## config.mk

```make
export PLATFORM = sky130hd
export DESIGN_NAME = event_sleep_ctrl
export DESIGN_NICKNAME = d
export VERILOG_FILES = /design/src/rtl/event_sleep_ctrl.sv
export SDC_FILE = /design/constraint.sdc
export NUM_CORES = 1
export LEC_CHECK = 0
export BUFFER_PORTS_ARGS = -buffer_cell sky130_fd_sc_hd__buf_2
export CAP_MARGIN = 20
export CORE_ASPECT_RATIO = 0.6
export CORE_MARGIN = 2
export CORE_UTILIZATION = 25
export DETAILED_ROUTE_END_ITERATION = 12
export PLACE_DENSITY = 0.62
export SLEW_MARGIN = 15
export SYNTH_ARGS = -nofsm -noshare
export SYNTH_HDL_FRONTEND = slang
export SYNTH_SLANG_ARGS = --single-unit
```

## constraint.sdc

```tcl
create_clock -name HCLK -period 1.75 [get_ports HCLK]
set_input_delay 0.175 -clock HCLK [delete_from_list [all_inputs] [get_ports HCLK]]
set_output_delay 0.175 -clock HCLK [all_outputs]
set_load 0.005 [all_outputs]
```

## src/rtl/event_sleep_ctrl.sv

```systemverilog
// Sleep/wake sequencer: drains and halts the core, gates its clock, then restores the clock and fetch in order on wake.
// Latency: fetch drops 1 cycle after a sleep request edge; after wake in SLEEP, clock returns at +1 and fetch at +1+WAKE_DLY.
// Backpressure: waits in DRAIN for core_busy_i to fall, for at most DRAIN_TIMEOUT cycles, then aborts with sticky drain_err_o.
module event_sleep_ctrl #(
    parameter int WAKE_DLY      = 4,
    parameter int DRAIN_TIMEOUT = 64,
    parameter int CNT_W         = 16
) (
    input  logic             HCLK,
    input  logic             HRESET,
    input  logic             sleep_req_i,
    input  logic [31:0]      irq_pending_i,
    input  logic [31:0]      irq_enable_i,
    input  logic [31:0]      event_pending_i,
    input  logic [31:0]      event_enable_i,
    input  logic             core_busy_i,
    output logic             fetch_enable_o,
    output logic             clock_en_o,
    output logic [2:0]       sleep_status_o,
    output logic             drain_err_o,
    input  logic             err_clr_i,
    output logic [CNT_W-1:0] sleep_count_o
);

    typedef enum logic [2:0] {
        ST_RUN   = 3'd0,
        ST_DRAIN = 3'd1,
        ST_SLEEP = 3'd2,
        ST_WAKE  = 3'd3
    } state_t;

    // Counters start at 0 on the first cycle of their state, so the last cycle is N-1.
    localparam logic [15:0]      DRAIN_LAST = 16'(DRAIN_TIMEOUT - 1);
    localparam logic [7:0]       WAKE_LAST  = 8'(WAKE_DLY - 1);
    localparam logic [CNT_W-1:0] CNT_MAX    = '1;

    state_t      state;
    state_t      state_n;
    logic        sleep_req_q;
    logic [15:0] drain_cnt;
    logic [7:0]  wake_cnt;
    logic        wake;
    logic        req_edge;
    logic        err_set;
    logic        sleep_entry;

    assign wake     = (|(irq_pending_i & irq_enable_i)) | (|(event_pending_i & event_enable_i));
    assign req_edge = sleep_req_i & ~sleep_req_q;

    // Next-state decode; in DRAIN a wake beats busy-clear, which beats timeout.
    always_comb begin
        state_n     = state;
        err_set     = 1'b0;
        sleep_entry = 1'b0;
        unique case (state)
            ST_RUN: begin
                if (req_edge && !wake) begin
                    state_n = ST_DRAIN;
                end
            end
            ST_DRAIN: begin
                if (wake) begin
                    state_n = ST_RUN;
                end else if (!core_busy_i) begin
                    state_n     = ST_SLEEP;
                    sleep_entry = 1'b1;
                end else if (drain_cnt == DRAIN_LAST) begin
                    state_n = ST_RUN;
                    err_set = 1'b1;
                end
            end
            ST_SLEEP: begin
                if (wake) begin
                    state_n = ST_WAKE;
                end
            end
            ST_WAKE: begin
                if (wake_cnt == WAKE_LAST) begin
                    state_n = ST_RUN;
                end
            end
            default: state_n = ST_RUN;
        endcase
    end

    // State register with outputs registered from the next state so they track it exactly.
    always_ff @(posedge HCLK) begin
        if (HRESET) begin
            state          <= ST_RUN;
            fetch_enable_o <= 1'b1;
            clock_en_o     <= 1'b1;
            sleep_status_o <= 3'd0;
        end else begin
            state          <= state_n;
            fetch_enable_o <= (state_n == ST_RUN);
            clock_en_o     <= (state_n != ST_SLEEP);
            sleep_status_o <= state_n;
        end
    end

    // Per-state cycle counters, held at zero outside their own state.
    always_ff @(posedge HCLK) begin
        if (HRESET) begin
            drain_cnt <= 16'd0;
            wake_cnt  <= 8'd0;
        end else begin
            drain_cnt <= (state == ST_DRAIN) ? drain_cnt + 16'd1 : 16'd0;
            wake_cnt  <= (state == ST_WAKE)  ? wake_cnt + 8'd1   : 8'd0;
        end
    end

    // Request edge detect, sticky drain error (set wins over clear) and saturating sleep counter.
    always_ff @(posedge HCLK) begin
        if (HRESET) begin
            sleep_req_q   <= 1'b0;
            drain_err_o   <= 1'b0;
            sleep_count_o <= '0;
        end else begin
            sleep_req_q <= sleep_req_i;
            if (err_set) begin
                drain_err_o <= 1'b1;
            end else if (err_clr_i) begin
                drain_err_o <= 1'b0;
            end
            if (sleep_entry && (sleep_count_o != CNT_MAX)) begin
                sleep_count_o <= sleep_count_o + 1'b1;
            end
        end
    end

endmodule

```

# Word level (Yosys, flattened, before mapping)
# Cells that the tools add are included.
[totals]
in_bits = 133
register_bits = 47
[op_classes]
muxes = 16
n_eq_ne = 7
n_reduce_logical = 10
add_sub_neg = 3
bitwise = 7
[ops]
columns = ["cell", "n"]
rows = [
  ["$and A32 B32 Y32", 2],
  ["$reduce_or A32 Y1", 2],
  ["$add A16 B1 Y16 const B", 2],
  ["$mux W3", 6],
  ["$eq A16 B6 Y1 const B", 1],
  ["$ne A16 B16 Y1 const B", 1],
  ["$pmux W3 S4", 1],
  ["$mux W1", 9],
  ["$add A8 B1 Y8 const B", 1],
  ["$eq A8 B2 Y1 const B", 1],
  ["$eq A3 B2 Y1 const B", 2],
  ["$logic_not A3 Y1", 2],
  ["$reduce_or A2 Y1", 2],
  ["$eq A3 B1 Y1 const B", 1],
  ["$ne A3 B2 Y1 const B", 1],
  ["$not A1 Y1", 3],
  ["$logic_and A1 B1 Y1", 2],
  ["$reduce_bool A2 Y1", 1],
  ["$and A1 B1 Y1", 1],
  ["$logic_not A1 Y1", 1],
  ["$or A1 B1 Y1", 1],
]

# Logic depth before layout (Yosys ltp)
[logic_depth]
ltp_word = 8
depth_mapped = 8
depth_no_buf = 7

# Worst setup path before layout
# Ideal clock, no wire load.
[synth_timing]
path_kind = "register to register"
start = "register sleep_count_o[0]"
end = "register sleep_count_o[15]"
stages_incl_launch_ff = 9
period_less_slack_ns = 1.843
t_arrival_ns = 1.723
t_required_ns = 1.629
slack_ns = -0.093
cell_sequence = "dfxtp_1 ha_1 and3_4 buf_6 nand4_2 buf_6 nand3_1 nor4_1 mux2_2"
[synth_via]
elab_chain_len = 2
[synth_rtl]
columns = ["item", "line_no", "source"]
rows = [
  ["start, declared", "22", "output logic [CNT_W-1:0] sleep_count_o"],
  ["start signal, assigned", "126", "sleep_count_o <= sleep_count_o + 1'b1;"],
  ["parallel branches: the longest is 2 deep, another holds $add A16 B1 Y16", "n/a", ""],
]
# Parallel ways; which one is timed is not known.
# A chain may end at the register's enable or synchronous reset.

# Worst setup path in the final report
[layout_timing]
start = "register sleep_count_o[4]"
end = "register sleep_count_o[13]"
# Same word-level chain as after synthesis.

==> results.yml <==
floorplanning:
  initial_core_util: 0.257
  die-height_um: 81.7
  die_area_um2: 10900
  core_um2: 9810
  rows: 28
  die_x_um: 134
  pin_count: 155
placement:
  port_buffers: 154
  place_area_um2: 3610
  gp_congestion: 0.903
  place_hpwl_um: 7010
run:
  cap_violations: 0
min_path:
  holdPathEnd: "drain_err_o"
  min_from: "err_clr_i"
  hp-class: "input port to flip-flop"
  min_path_cells: 3
yosys:
  ys_seq_elements: 47
  synth_cell_type_count: 38
  seq_area_frac_synth: 0.374
  syn_area_per_cell_um2: 8.39
  synth_nets: 436
  yosysWarnings: 0
  mappedNetlistArea_um2: 2520
  netlist_instances: 300
critical_path:
  rr_endpoint: "sleep_count_o[13]"
  path_max_fanout: 5
  crit_path_end_kind: "flip-flop"
  critPathKind: "flip-flop to flip-flop"
  rrSetupSlack_ns: 0.05
  cp_cell_sequence: "and3_4, and3_4, nand4_4, buf_4, nand4_1, or4_1, a21oi_1"
  rr_worst_depth: 7
  crit_path_start_kind: "flip-flop"
  crit_top_cell: "and3_4"
  crit_arrival_ns: 1.93
  crit_slowest_cell: "or4_1"
  r2r-start: "sleep_count_o[4]"
  slowest_delay_ns: 0.41
  cp.required_ns: 1.98
sta:
  setup_viol: 0
  fin_skew_ns: 0.00446
  slew_viol_final: 0
  period_minus_slack_ns: 1.70
  fmax_ghz: 0.587
  period_share: 0.973
  rsz0062_at_grt: "true"
  whs_ns: 0.140
  hold_viol: 0
clocking:
  cts.sinks: 47
  clockBufferDepth: 2
  root_buffer: "clkbuf_16"
  worstSkewPairLatency_ns: 0.30
  cts-htree-levels: 2
  cts_hold_buf: 0
  cts_tree: "done"
  clk_pin_slew_worst_paths_ns: 0.06
  cts_buffers: 5
global_route:
  grt-ovfl-total: 0
  grt_max_degree: 27
  antenna_found_initial: 0
  grt_pass1_wl_um: 14200
  first_global_vias: 2887
  grtUsageTotal: 0.167
layout:
  diodes: 0
  fin_area_um2: 3840
  syn_to_final_growth_pct: 52.6
  fin_nets: 617
  drive_above_1_share: 0.449
route:
  final_antenna_net_count: 0
  vias: 2950
  drt-total-wl_um: 8830
  via_per_inst: 4.79
  drt-wirelength-per-cell_um: 14.3
  drcViolationCount: 0
  drt_first_pass_iters: 4
  first_iter_violations: 172
pwr:
  max-vdd-ir-drop_mv: 0.383
  leakagePower_nw: 1.69
  p_per_area_nw_per_um2: 597
  p_total_mw: 2.29
status:
  outcome: "finished clean"
## cell usage after synthesis, drive strengths merged
cell,instances,area [um2]
conb,1,3.75
nand3,20,100
clkbuf,5,18.8
o21ai,14,70.1
nand2b,2,12.5
and2,5,31.3
nand3b,2,15.0
nand2,16,60.1
and4,3,26.3
or4,6,45.0
buf,5,43.8
ha,3,37.5
nor4,5,31.3
a21oi,16,80.1
a21o,1,7.51
o31ai,3,22.5
a22oi,32,240
nor2b,6,37.5
nor2,34,128
o41ai,1,16.3
or3,9,56.3
xor2,11,96.3
a2bb2oi,1,8.76
nand4,18,125
and3,8,60.1
o211ai,1,7.51
mux2,3,33.8
nor4b,3,32.5
xnor2,7,61.3
nand4b,1,8.76
dfxtp,47,941
inv,6,22.5
nor3,5,35.0
## state kept, by name, indices dropped and copies added, names as in the netlist
signal,cells
sleep_count_o,16
state,3
drain_err_o,1
fetch_enable_o,1
clock_en_o,1
wake_cnt,8
drain_cnt,16
sleep_req_q,1
## repair_timing
action / in CTS / in global routing
cloned: 0 / 0
setup endpoints to repair: 2 / 18
setup buffers: 0 / 1
resized for setup: 0 / 16
pin swaps: 0 / 11
## per-layer routing
metal	vias to the layer above	global-route usage	routed length (um)
li1	1488	-	-
met1	1356	0.227	4270
met2	94	0.240	3670
met3	12	0.0642	773
met4	0	0.0585	117
met5	-	0	0
## layout make-up
type                            count  area [um2]
Multi-Input combinational cell    237        1560
Tap cell                          135         169
Clock inverter                      1        5.00
Timing Repair Buffer              184        1000
Fill cell                        1033        5970
Sequential cell                    47         943
Clock buffer                        6         139
Inverter                            6        22.5
## worst max-delay path by stage
stage / from / endpoint / slack [ns] / depth (start not counted)
floorplan: sleep_count_o[0] / sleep_count_o[15] / 0.005 / 8
global placement: event_pending_i[25] / sleep_count_o[9] / -0.24 / 8
detailed placement: irq_pending_i[0] / sleep_count_o[9] / -0.31 / 8
CTS: sleep_count_o[13] / sleep_count_o[9] / -0.01 / 6
global route: irq_pending_i[12] / sleep_count_o[15] / 0.004 / 8
finish: sleep_count_o[4] / sleep_count_o[13] / 0.05 / 7
## report_power, final
| group | leakage [nW] | internal (mW) | switching, mW | total [mW] |
|---|---|---|---|---|
| Sequential | 0.380 | 1.07 | 0.00114 | 1.07 |
| Combinational | 1.24 | 0.145 | 0.106 | 0.252 |
| Clock | 0.0727 | 0.558 | 0.411 | 0.969 |
| Total | 1.69 | 1.78 | 0.518 | 2.29 |
## cells by family (layout without fill, tap and decap cells)
kind of cell,Yosys count,count (layout),synth area share
xor gates and xnor gates,18,18,0.0627
adders and majority gates,3,3,0.0149
other,1,1,0.00149
AOI/OAI and AO/OA,69,69,0.180
DFF,47,47,0.374
buffers and inverters,16,197,0.0338
muxes,3,3,0.0134
and+or+nand+nor,143,143,0.320
## metrics by stage
step | setup slack, ns | utilization | TNS [ns] | std cells
final | 0.0475 | 0.391 | 0 | 616
after global routing | 0.00374 | 0.391 | 0 | 616
after CTS | -0.0139 | 0.383 | -0.0179 | 615
after detailed placement | -0.309 | 0.368 | -3.45 | 608
after global placement | -0.236 | 0.368 | -3.27 | 608
after floorplan | 0.00508 | - | 0 | 300
## cell usage in the layout, fill, tap and decap left out, types with 2 or more instances in the layout
cell       count
nand3_1       20
dfxtp_1       45
nor2_1        33
xor2_1        11
a22oi_1       30
a21oi_1       16
buf_2        154
nor3_2         3
nand4_1       16
buf_6          2
and3_1         4
nand3b_1       2
and2_1         4
and4_1         3
mux2_2         3
nor4_1         2
dfxtp_2        2
inv_1          6
or4_1          6
nor3_1         2
and3_4         4
buf_4         28
o21ai_0       14
or3_1          9
nand2b_1       2
nor4b_1        2
clkbuf_16      5
o31ai_1        3
a22oi_2        2
nor2b_1        6
xnor2_1        7
nand2_1       16
ha_1           2
nor4_2         3
## critical path, delay by kind of cell (launching register included)
| kind | cells | cell delay [ns] |
|---|---|---|
| flops | 1 | 0.33 |
| compound gates | 1 | 0.14 |
| buf+inv | 1 | 0.13 |
| simple gates | 5 | 1.02 |
Power figures use the tool's default switching activity.
